### config.mk
export PLATFORM = sky130hd
export DESIGN_NAME = max_finder_set
export DESIGN_NICKNAME = d
export VERILOG_FILES = /design/src/rtl/max_finder_set.sv
export SDC_FILE = /design/constraint.sdc
export NUM_CORES = 1
export LEC_CHECK = 0
export ABC_AREA = 1
export BUFFER_PORTS_ARGS = -buffer_cell sky130_fd_sc_hd__buf_2
export CAP_MARGIN = 20
export CORE_MARGIN = 4
export CORE_UTILIZATION = 44
export DETAILED_ROUTE_END_ITERATION = 10
export PLACE_DENSITY = 0.64
export RECOVER_POWER = 25
export SYNTH_ARGS = -nofsm -noshare
export SYNTH_HDL_FRONTEND = slang
export SYNTH_SLANG_ARGS = --single-unit
export TNS_END_PERCENT = 20
### constraint.sdc
create_clock -name clk -period 1.8 [get_ports clk]
set_input_delay 0.36 -clock clk [delete_from_list [all_inputs] [get_ports clk]]
set_output_delay 0.36 -clock clk [all_outputs]
set_load 0.02 [all_outputs]
### src/rtl/max_finder_set.sv
// Pipelined maximum finder over N packed unsigned elements.
// A binary comparator tree with a register stage after every level reports
// the largest element and its index max(1, clog2(N)) cycles after the input.
// The tree is padded to a power of two with zero-valued slots. The lower
// index wins ties, so a real element always beats a padded slot.
module max_finder_set #(
  parameter int width = 4,
  parameter int N = 32,
  localparam int PW = (N <= 2) ? 1 : $clog2(N),
  localparam int L = (N <= 2) ? 1 : $clog2(N)
) (
  input  logic                 clk,
  input  logic                 reset_n,
  input  logic                 in_valid,
  input  logic [width*N-1:0]   in,
  output logic [width-1:0]     out,
  output logic [PW-1:0]        pos,
  output logic                 out_valid
);

  // Padded leaf count; the tree is stored heap-style with the root at node 1.
  // Node n has children 2n (lower element indices) and 2n+1.
  localparam int P = 1 << L;

  logic [width*P-1:0] padded;

  // Combined view of every node that feeds a comparator:
  // registered internal nodes 2..P-1 and combinational leaves P..2P-1.
  logic [width-1:0] allv [2:2*P-1];
  logic [PW-1:0]    alli [2:2*P-1];

  // Comparator results and the registered internal nodes 1..P-1.
  logic [width-1:0] winv  [1:P-1];
  logic [PW-1:0]    wini  [1:P-1];
  logic [width-1:0] nodev [1:P-1];
  logic [PW-1:0]    nodei [1:P-1];

  logic [L-1:0] vpipe;

  // Gather leaves (zero-padded past N) and internal registers into one node array
  always_comb begin
    padded = '0;
    padded[width*N-1:0] = in;
    for (int i = 0; i < P; i++) begin
      allv[P+i] = padded[width*i +: width];
      alli[P+i] = PW'(i);
    end
    for (int n = 2; n < P; n++) begin
      allv[n] = nodev[n];
      alli[n] = nodei[n];
    end
  end

  // Each node picks the larger child, keeping the lower-index child on a tie
  always_comb begin
    for (int n = 1; n < P; n++) begin
      if (allv[2*n] >= allv[2*n+1]) begin
        winv[n] = allv[2*n];
        wini[n] = alli[2*n];
      end else begin
        winv[n] = allv[2*n+1];
        wini[n] = alli[2*n+1];
      end
    end
  end

  // Register every comparator output; one tree level per cycle
  always_ff @(posedge clk or negedge reset_n) begin
    if (!reset_n) begin
      for (int n = 1; n < P; n++) begin
        nodev[n] <= '0;
        nodei[n] <= '0;
      end
    end else begin
      for (int n = 1; n < P; n++) begin
        nodev[n] <= winv[n];
        nodei[n] <= wini[n];
      end
    end
  end

  // Delay in_valid by the tree depth so it lines up with the root register
  always_ff @(posedge clk or negedge reset_n) begin
    if (!reset_n) begin
      vpipe <= '0;
    end else begin
      vpipe[0] <= in_valid;
      for (int i = 1; i < L; i++) begin
        vpipe[i] <= vpipe[i-1];
      end
    end
  end

  assign out       = nodev[1];
  assign pos       = nodei[1];
  assign out_valid = vpipe[L-1];

endmodule

==> run_summary.xml, run 1 <==
<?xml version="1.0" encoding="UTF-8"?>
<metrics>
  <group name="synth">
    <metric name="synthCells" unit="">1323</metric>
    <metric name="synth_seq_area_share" unit="">0.439</metric>
    <metric name="number_of_flip_flops_and_latches_in_the_synthesized_netlist" unit="">198</metric>
    <metric name="post_synth_num_cell_types" unit="">16</metric>
    <metric name="synth_ff_type" unit="">sky130_fd_sc_hd__dfrtp_1</metric>
    <metric name="syn_area_per_cell" unit="um2">8.54</metric>
    <metric name="syn-cell-area" unit="um2">11300</metric>
    <metric name="synth.area.top_cells" unit="">sky130_fd_sc_hd__dfrtp_1, sky130_fd_sc_hd__nand2_1, sky130_fd_sc_hd__ha_1, sky130_fd_sc_hd__inv_1, sky130_fd_sc_hd__nand4_1</metric>
    <metric name="synth_async_sr_flop_share" unit="">1.00</metric>
    <metric name="yosys-top-cells-count" unit="">sky130_fd_sc_hd__nand2_1, sky130_fd_sc_hd__inv_1, sky130_fd_sc_hd__dfrtp_1</metric>
    <metric name="synth_top_area_cell" unit="">sky130_fd_sc_hd__dfrtp_1</metric>
    <metric name="synth_top_area_frac" unit="">0.439</metric>
    <metric name="yosysWarningCount" unit="">0</metric>
    <metric name="post-synth-top-count-cell" unit="">sky130_fd_sc_hd__nand2_1</metric>
    <metric name="synth_enable_flop_cells" unit="">0</metric>
    <metric name="syn_nets" unit="">1578</metric>
  </group>
  <group name="run">
    <metric name="maxCapViolCount" unit="">0</metric>
  </group>
  <group name="worst_setup_path">
    <metric name="cpPeakStageDelay" unit="ns">0.40</metric>
    <metric name="worst_path_most_repeated_cell" unit="">sky130_fd_sc_hd__nand2_1</metric>
    <metric name="cp_data_required_time" unit="ns">2.09</metric>
    <metric name="critical_path_arrival" unit="ns">1.75</metric>
    <metric name="critPathSlowestCell" unit="">sky130_fd_sc_hd__dfrtp_1</metric>
    <metric name="criticalPathCategory" unit="">reg2reg</metric>
    <metric name="crit_path_cell_trace" unit="">ha_1 &gt; a21oi_4 &gt; nand3_4 &gt; nand2_1 &gt; nand2_1</metric>
    <metric name="crit-reg2reg-launch" unit="">allv[207]$_DFF_PN0_</metric>
    <metric name="critPathMaxFanout" unit="">8</metric>
    <metric name="cp-start-kind" unit="">flop</metric>
    <metric name="worst_r2r_path_depth" unit="">5</metric>
    <metric name="worstSetupEndpointType" unit="">flop</metric>
    <metric name="regToRegEndpoint" unit="">alli[286]$_DFF_PN0_</metric>
    <metric name="rrSetupSlack" unit="ns">0.34</metric>
  </group>
  <group name="timing">
    <metric name="achievable-frequency" unit="MHz">685</metric>
    <metric name="hold-worst-slack" unit="ns">0.0804</metric>
    <metric name="finalCritPeriodShare" unit="">0.811</metric>
    <metric name="final_period_minus_worst_setup_slack" unit="ns">1.46</metric>
    <metric name="fin_tns_setup" unit="ns">0</metric>
    <metric name="finalClockSkew" unit="ns">0.00694</metric>
    <metric name="slew_violations" unit="">0</metric>
    <metric name="rsz_0062_raised_after_global_routing" unit="">no</metric>
    <metric name="finalHoldViolations" unit="">0</metric>
    <metric name="slew-limit-headroom" unit="">0.638</metric>
    <metric name="setup_violations" unit="">0</metric>
    <metric name="tightest_slew" unit="ns">0.542</metric>
  </group>
  <group name="cells_and_area">
    <metric name="area.growth.synth_to_final" unit="%">14.8</metric>
    <metric name="num-nets-final" unit="">1738</metric>
    <metric name="layout.filler_cells" unit="">2334</metric>
    <metric name="num_antenna_cells" unit="">0</metric>
    <metric name="layout-drive-gt1-share" unit="">0.171</metric>
    <metric name="multi_input_comb_area" unit="um2">5200</metric>
    <metric name="final_standard_cell_area_without_fillers" unit="um2">13000</metric>
    <metric name="register_area" unit="um2">4950</metric>
  </group>
  <group name="place">
    <metric name="hpwl" unit="um">16900</metric>
    <metric name="place_congestion" unit="">0.868</metric>
    <metric name="dpl_cell_area" unit="um2">12500</metric>
    <metric name="buffer_ports.inserted" unit="">140</metric>
  </group>
  <group name="floorplanning">
    <metric name="floorplan.die_area" unit="um2">28300</metric>
    <metric name="starting_density_of_the_core" unit="">0.448</metric>
    <metric name="number_of_top_level_design_ports" unit="">141</metric>
    <metric name="die_height" unit="um">168</metric>
    <metric name="design.core.area" unit="um2">25200</metric>
    <metric name="core.rowCount" unit="">58</metric>
    <metric name="die_x" unit="um">168</metric>
  </group>
  <group name="run_status">
    <metric name="run_status" unit="">complete, no violations</metric>
  </group>
  <group name="power">
    <metric name="comb_power_share" unit="">0.425</metric>
    <metric name="leakage" unit="nW">7.70</metric>
    <metric name="power.switching_fraction" unit="">0.402</metric>
    <metric name="p_seq_frac" unit="">0.369</metric>
    <metric name="clkPwrFrac" unit="">0.206</metric>
    <metric name="p_per_area" unit="nW/um2">1360</metric>
    <metric name="vdd_ir_drop_max" unit="V">0.000739</metric>
    <metric name="switch_pwr" unit="mW">7.10</metric>
    <metric name="internal-power" unit="mW">10.5</metric>
  </group>
  <group name="clock_tree">
    <metric name="cts_htree_levels" unit="">4</metric>
    <metric name="cts_root_buffer" unit="">sky130_fd_sc_hd__clkbuf_16</metric>
    <metric name="numCtsBuffers" unit="">17</metric>
    <metric name="numClockSinks" unit="">198</metric>
    <metric name="cts_tree" unit="">done</metric>
    <metric name="clkLatencyLatePin" unit="ns">0.42</metric>
    <metric name="max-clock-path-buffers" unit="">2</metric>
    <metric name="clk_transition_reported_paths" unit="ns">0.07</metric>
    <metric name="post_cts_resized" unit="">0</metric>
  </group>
  <group name="global_routing">
    <metric name="globalRouteMet3Util" unit="">0.0322</metric>
    <metric name="grt_antenna_before_repair" unit="">0</metric>
    <metric name="grt_util_all_layers" unit="">0.152</metric>
    <metric name="first_global_vias" unit="">8319</metric>
    <metric name="gr-max-usage-layer" unit="">met2</metric>
    <metric name="grt_overflow_total" unit="">0</metric>
    <metric name="met2_usage" unit="">0.262</metric>
    <metric name="grt_max_degree" unit="">50</metric>
    <metric name="groute.layer.met1.usage" unit="">0.198</metric>
    <metric name="wire_length_of_the_first_global_routing_pass" unit="um">36500</metric>
  </group>
  <group name="worst_hold_path">
    <metric name="worst_hold_startpoint" unit="">in_valid</metric>
    <metric name="worst_hold_path.num_cells" unit="">1</metric>
    <metric name="whs_endpoint" unit="">vpipe[0]$_DFF_PN0_</metric>
    <metric name="holdCritPathClass" unit="">in2reg</metric>
  </group>
  <group name="detailed_routing">
    <metric name="detail-route-antenna-nets" unit="">0</metric>
    <metric name="drt-total-wl" unit="um">20700</metric>
    <metric name="total_via_count_after_detailed_routing" unit="">8546</metric>
    <metric name="dr_iter_0_viols" unit="">396</metric>
    <metric name="first_pass_detailed_route_iteration_total" unit="">4</metric>
    <metric name="detail_route.vias_per_cell" unit="">4.68</metric>
    <metric name="detail_route.drc_violations" unit="">0</metric>
    <metric name="wire_per_inst" unit="um">11.4</metric>
  </group>
</metrics>
cell usage in the layout (no fill, tap or decap), types with 4 or more instances in the layout:
master and instances:
sky130_fd_sc_hd__a21oi_1 4, sky130_fd_sc_hd__clkinv_2 4, sky130_fd_sc_hd__nand2_2 18, sky130_fd_sc_hd__inv_2 13, sky130_fd_sc_hd__nand3_1 14, sky130_fd_sc_hd__nand2_4 12
sky130_fd_sc_hd__nand2_1 464, sky130_fd_sc_hd__nand3_4 6, sky130_fd_sc_hd__nand4_1 154, sky130_fd_sc_hd__a21oi_2 12, sky130_fd_sc_hd__clkbuf_1 11, sky130_fd_sc_hd__nor2_1 11
sky130_fd_sc_hd__inv_1 257, sky130_fd_sc_hd__buf_2 129, sky130_fd_sc_hd__nand3_2 11, sky130_fd_sc_hd__ha_1 124, sky130_fd_sc_hd__a21oi_4 15, sky130_fd_sc_hd__clkbuf_16 17
sky130_fd_sc_hd__dfrtp_1 198, sky130_fd_sc_hd__clkbuf_8 5
registers in the layout (all words and copies together) (netlist names):
signal and count:
allv 120, out 4, pos 5, vpipe 5
alli 64
critical path, delay by kind of cell (launching register included):
kind / cells / cell delay, ns
flip-flops: 1 / 0.40
AO/OA/AOI/OAI: 1 / 0.28
AND/OR/NAND/NOR: 3 / 0.31
adder cells (fa/ha/maj): 1 / 0.33
metal layers:
layer / up-vias / routed length, um
li1: 4551 / -
met1: 3873 / 9780
met2: 108 / 10100
met3: 14 / 650
met4: 0 / 201
met5: - / 0
per-stage QoR:
step	cells	utilization	setup WS (ns)	total power, mW
after CTS	1825	0.519	0.348	17.9
after global placement	1793	0.496	0.351	14.0
after floorplan	1323	-	0.482	12.3
after global routing	1825	0.515	0.233	19.3
final	1825	0.515	0.340	17.6
after detailed placement	1793	0.496	0.310	14.2
logic make-up after synthesis:
group,Yosys count,synth area share
and+or+nand+nor,690,0.297
DFF,198,0.439
buffers and inverters,279,0.0930
AOI/OAI and AO/OA,31,0.0340
other,1,0.000332
adders and majority gates,124,0.137
cell type report:
cell class / count / share of cell area
Multi-Input combinational cell: 846 / 0.401
Clock buffer: 21 / 0.0371
Clock inverter: 10 / 0.00753
Sequential cell: 198 / 0.382
Timing Repair Buffer: 148 / 0.0612
Tap cell: 330 / 0.0318
Inverter: 272 / 0.0789
power groups by stage:
stage          combinational [mW]  clock, mW  sequential (mW)
3_5_place_dp                 7.57          0             6.61
2_1_floorplan                5.93          0             6.39
5_1_grt                      8.65       3.98             6.65
3_3_place_gp                 7.36          0             6.61
6_report                     7.50       3.64             6.51
4_1_cts                      7.61       3.76             6.53
worst max path at each step:
stage | slack [ns] | end | from | cells past startpoint
2_1_floorplan | 0.48 | out[0]$_DFF_PN0_ | allv[243]$_DFF_PN0_ | 8
3_3_place_gp | 0.35 | allv[165]$_DFF_PN0_ | in[51] | 6
3_5_place_dp | 0.31 | allv[138]$_DFF_PN0_ | in[107] | 6
4_1_cts | 0.35 | alli[286]$_DFF_PN0_ | allv[207]$_DFF_PN0_ | 5
5_1_grt | 0.23 | allv[238]$_DFF_PN0_ | allv[217]$_DFF_PN0_ | 8
6_report | 0.34 | alli[286]$_DFF_PN0_ | allv[207]$_DFF_PN0_ | 5
what timing repair did:
item / in CTS / in global routing
hold buffers: 1 / 0
endpoints found under the setup margin: 0 / 0
hold endpoints to repair: 42 / 0
setup buffers: 0 / 0
(Power assumes the default switching activity.)
==> run 2, diff against run 1 <==
Clock period 1.8 ns to 1.5 ns, I/O delays scaled along.
==> run_summary.xml, run 2 (synthesis gave the netlist of run 1 again) <==
<?xml version="1.0" encoding="UTF-8"?>
<metrics>
  <group name="run_status">
    <metric name="run_status" unit="">complete, no violations</metric>
  </group>
  <group name="detailed_routing">
    <metric name="first_pass_detailed_route_iteration_total" unit="">5</metric>
    <metric name="total_via_count_after_detailed_routing" unit="">8725</metric>
    <metric name="detail_route.vias_per_cell" unit="">4.71</metric>
    <metric name="drt-total-wl" unit="um">21300</metric>
    <metric name="dr_iter_0_viols" unit="">356</metric>
    <metric name="detail_route.drc_violations" unit="">0</metric>
    <metric name="detail-route-antenna-nets" unit="">0</metric>
    <metric name="wire_per_inst" unit="um">11.5</metric>
  </group>
  <group name="power">
    <metric name="design_power_total" unit="mW">22.3</metric>
    <metric name="leakage" unit="nW">7.93</metric>
    <metric name="p_per_area" unit="nW/um2">1660</metric>
    <metric name="vdd_ir_drop_max" unit="V">0.000934</metric>
  </group>
  <group name="floorplanning">
    <metric name="starting_density_of_the_core" unit="">0.448</metric>
    <metric name="die_height" unit="um">168</metric>
    <metric name="floorplan.die_area" unit="um2">28300</metric>
    <metric name="design.core.area" unit="um2">25200</metric>
    <metric name="core.rowCount" unit="">58</metric>
    <metric name="number_of_top_level_design_ports" unit="">141</metric>
    <metric name="die_x" unit="um">168</metric>
  </group>
  <group name="cells_and_area">
    <metric name="num_antenna_cells" unit="">0</metric>
    <metric name="layout_common_cells" unit="">sky130_fd_sc_hd__nand2_1, sky130_fd_sc_hd__inv_1, sky130_fd_sc_hd__dfrtp_1</metric>
    <metric name="layout-drive-gt1-share" unit="">0.208</metric>
    <metric name="layout.filler_cells" unit="">2268</metric>
    <metric name="num-nets-final" unit="">1766</metric>
    <metric name="layout.cells.most_common" unit="">sky130_fd_sc_hd__nand2_1</metric>
    <metric name="area.growth.synth_to_final" unit="%">18.7</metric>
    <metric name="largest_register_ff_count" unit="">120</metric>
  </group>
  <group name="timing">
    <metric name="setup_violations" unit="">0</metric>
    <metric name="rsz_0062_raised_after_global_routing" unit="">yes</metric>
    <metric name="hold-worst-slack" unit="ns">0.0852</metric>
    <metric name="finalCritPeriodShare" unit="">0.949</metric>
    <metric name="finalHoldViolations" unit="">0</metric>
    <metric name="tightest_slew" unit="ns">0.687</metric>
    <metric name="final_period_minus_worst_setup_slack" unit="ns">1.42</metric>
    <metric name="fin_tns_setup" unit="ns">0</metric>
    <metric name="achievable-frequency" unit="MHz">703</metric>
    <metric name="finalClockSkew" unit="ns">0.00819</metric>
    <metric name="slew-limit-headroom" unit="">0.542</metric>
    <metric name="slew_violations" unit="">0</metric>
  </group>
  <group name="global_routing">
    <metric name="grt_util_all_layers" unit="">0.154</metric>
    <metric name="first_global_vias" unit="">8616</metric>
    <metric name="wire_length_of_the_first_global_routing_pass" unit="um">37500</metric>
    <metric name="grt_overflow_total" unit="">0</metric>
    <metric name="grt_max_degree" unit="">66</metric>
    <metric name="grt_antenna_before_repair" unit="">0</metric>
  </group>
  <group name="worst_setup_path">
    <metric name="critical_path_arrival" unit="ns">1.73</metric>
    <metric name="criticalPathCategory" unit="">reg2reg</metric>
    <metric name="worstSetupEndpointType" unit="">flop</metric>
    <metric name="cp-start-kind" unit="">flop</metric>
    <metric name="cp_data_required_time" unit="ns">1.81</metric>
    <metric name="critPathMaxFanout" unit="">8</metric>
  </group>
  <group name="place">
    <metric name="buffer_ports.inserted" unit="">140</metric>
    <metric name="place_congestion" unit="">0.860</metric>
    <metric name="hpwl" unit="um">16800</metric>
  </group>
  <group name="clock_tree">
    <metric name="cts_root_buffer" unit="">sky130_fd_sc_hd__clkbuf_16</metric>
    <metric name="clk_transition_reported_paths" unit="ns">0.07</metric>
    <metric name="max-clock-path-buffers" unit="">2</metric>
    <metric name="clkLatencyLatePin" unit="ns">0.42</metric>
    <metric name="cts_htree_levels" unit="">4</metric>
    <metric name="cts_tree" unit="">done</metric>
    <metric name="numCtsBuffers" unit="">17</metric>
    <metric name="numClockSinks" unit="">198</metric>
  </group>
  <group name="run">
    <metric name="maxCapViolCount" unit="">0</metric>
  </group>
  <group name="worst_hold_path">
    <metric name="holdCritPathClass" unit="">in2reg</metric>
  </group>
</metrics>
## run 2: cell types whose count changed in the layout (fill, tap and decap cells not counted), moves of 7 or more
cell / previous run / this run
sky130_fd_sc_hd__buf_4: 3 / 30
sky130_fd_sc_hd__nand3_4: 6 / 13
sky130_fd_sc_hd__buf_2: 129 / 138
sky130_fd_sc_hd__clkbuf_1: 11 / 2
sky130_fd_sc_hd__nand3_1: 14 / 0
sky130_fd_sc_hd__nand3_2: 11 / 18
## run 2: worst max-delay path, stage by stage, from the launching register on
cell and delay (ns):
sky130_fd_sc_hd__dfrtp_1 0.41, sky130_fd_sc_hd__ha_1 0.33, sky130_fd_sc_hd__a21oi_4 0.27, sky130_fd_sc_hd__nand3_4 0.15, sky130_fd_sc_hd__nand2_1 0.08, sky130_fd_sc_hd__nand2_1 0.06
## run 2: layer usage
metal / share of wire / up-vias / track usage / routed length, um
li1: - / 4603 / - / -
met1: 0.46 / 3999 / 0.200 / 9860
met2: 0.49 / 98 / 0.268 / 10600
met3: 0.028 / 25 / 0.0247 / 605
met4: 0.015 / 0 / 0.0462 / 325
met5: 0 / - / 0 / 0
## run 2: per-stage QoR
| stage | utilization | std cells | cell area (um2) | worst slack (ns) |
|---|---|---|---|---|
| CTS | 0.525 | 1843 | 13200 | 0.00271 |
| global placement | 0.500 | 1809 | 12600 | 0.0157 |
| detailed placement | 0.500 | 1809 | 12600 | 0.0162 |
| finish | 0.532 | 1854 | 13400 | 0.0771 |
| global route | 0.532 | 1854 | 13400 | -0.00588 |
| floorplan | - | 1323 | 11300 | 0.182 |
## run 2: layout make-up
cell class | count | area [um2] | share of cell area
repair buffers | 176 | 993 | 0.0741
inverters | 272 | 1020 | 0.0764
well taps | 330 | 413 | 0.0308
clock inverters | 9 | 115 | 0.00859
flip-flops and latches | 198 | 4950 | 0.370
multi-input cells | 846 | 5410 | 0.403
clock buffers | 23 | 498 | 0.0372
## run 2: worst paths after layout
check | end | startpoint | depth (start not counted) | slack (ns)
setup / recovery | allv[228]$_DFF_PN0_ | allv[207]$_DFF_PN0_ | 5 | 0.08
hold / removal | allv[164]$_DFF_PN0_ | in[48] | 3 | 0.09
setup reg to reg | allv[228]$_DFF_PN0_ | allv[207]$_DFF_PN0_ | 5 | 0.08
hold reg to reg | vpipe[4]$_DFF_PN0_ | vpipe[3]$_DFF_PN0_ | 0 | 0.35
max in group asynchronous | allv[211]$_DFF_PN0_ | reset_n | 3 | 0.30
min in group asynchronous | allv[186]$_DFF_PN0_ | reset_n | 2 | 0.27
## run 2: repair_timing
| action | CTS | global route |
|---|---|---|
| endpoints found under the setup margin | 0 | 63 |
| buffers inserted | 0 | 11 |
| endpoints found under the hold margin | 76 | 0 |
| gates resized for setup | 0 | 13 |
| hold buffers | 2 | 0 |
## run 2: power breakdown
group          switching (mW)  leakage [nW]  internal [mW]  total [mW]
combinational            6.03          5.22           3.81        9.85
clock                    1.92         0.296           2.69        4.61
sequential              0.893          2.41           6.96        7.86
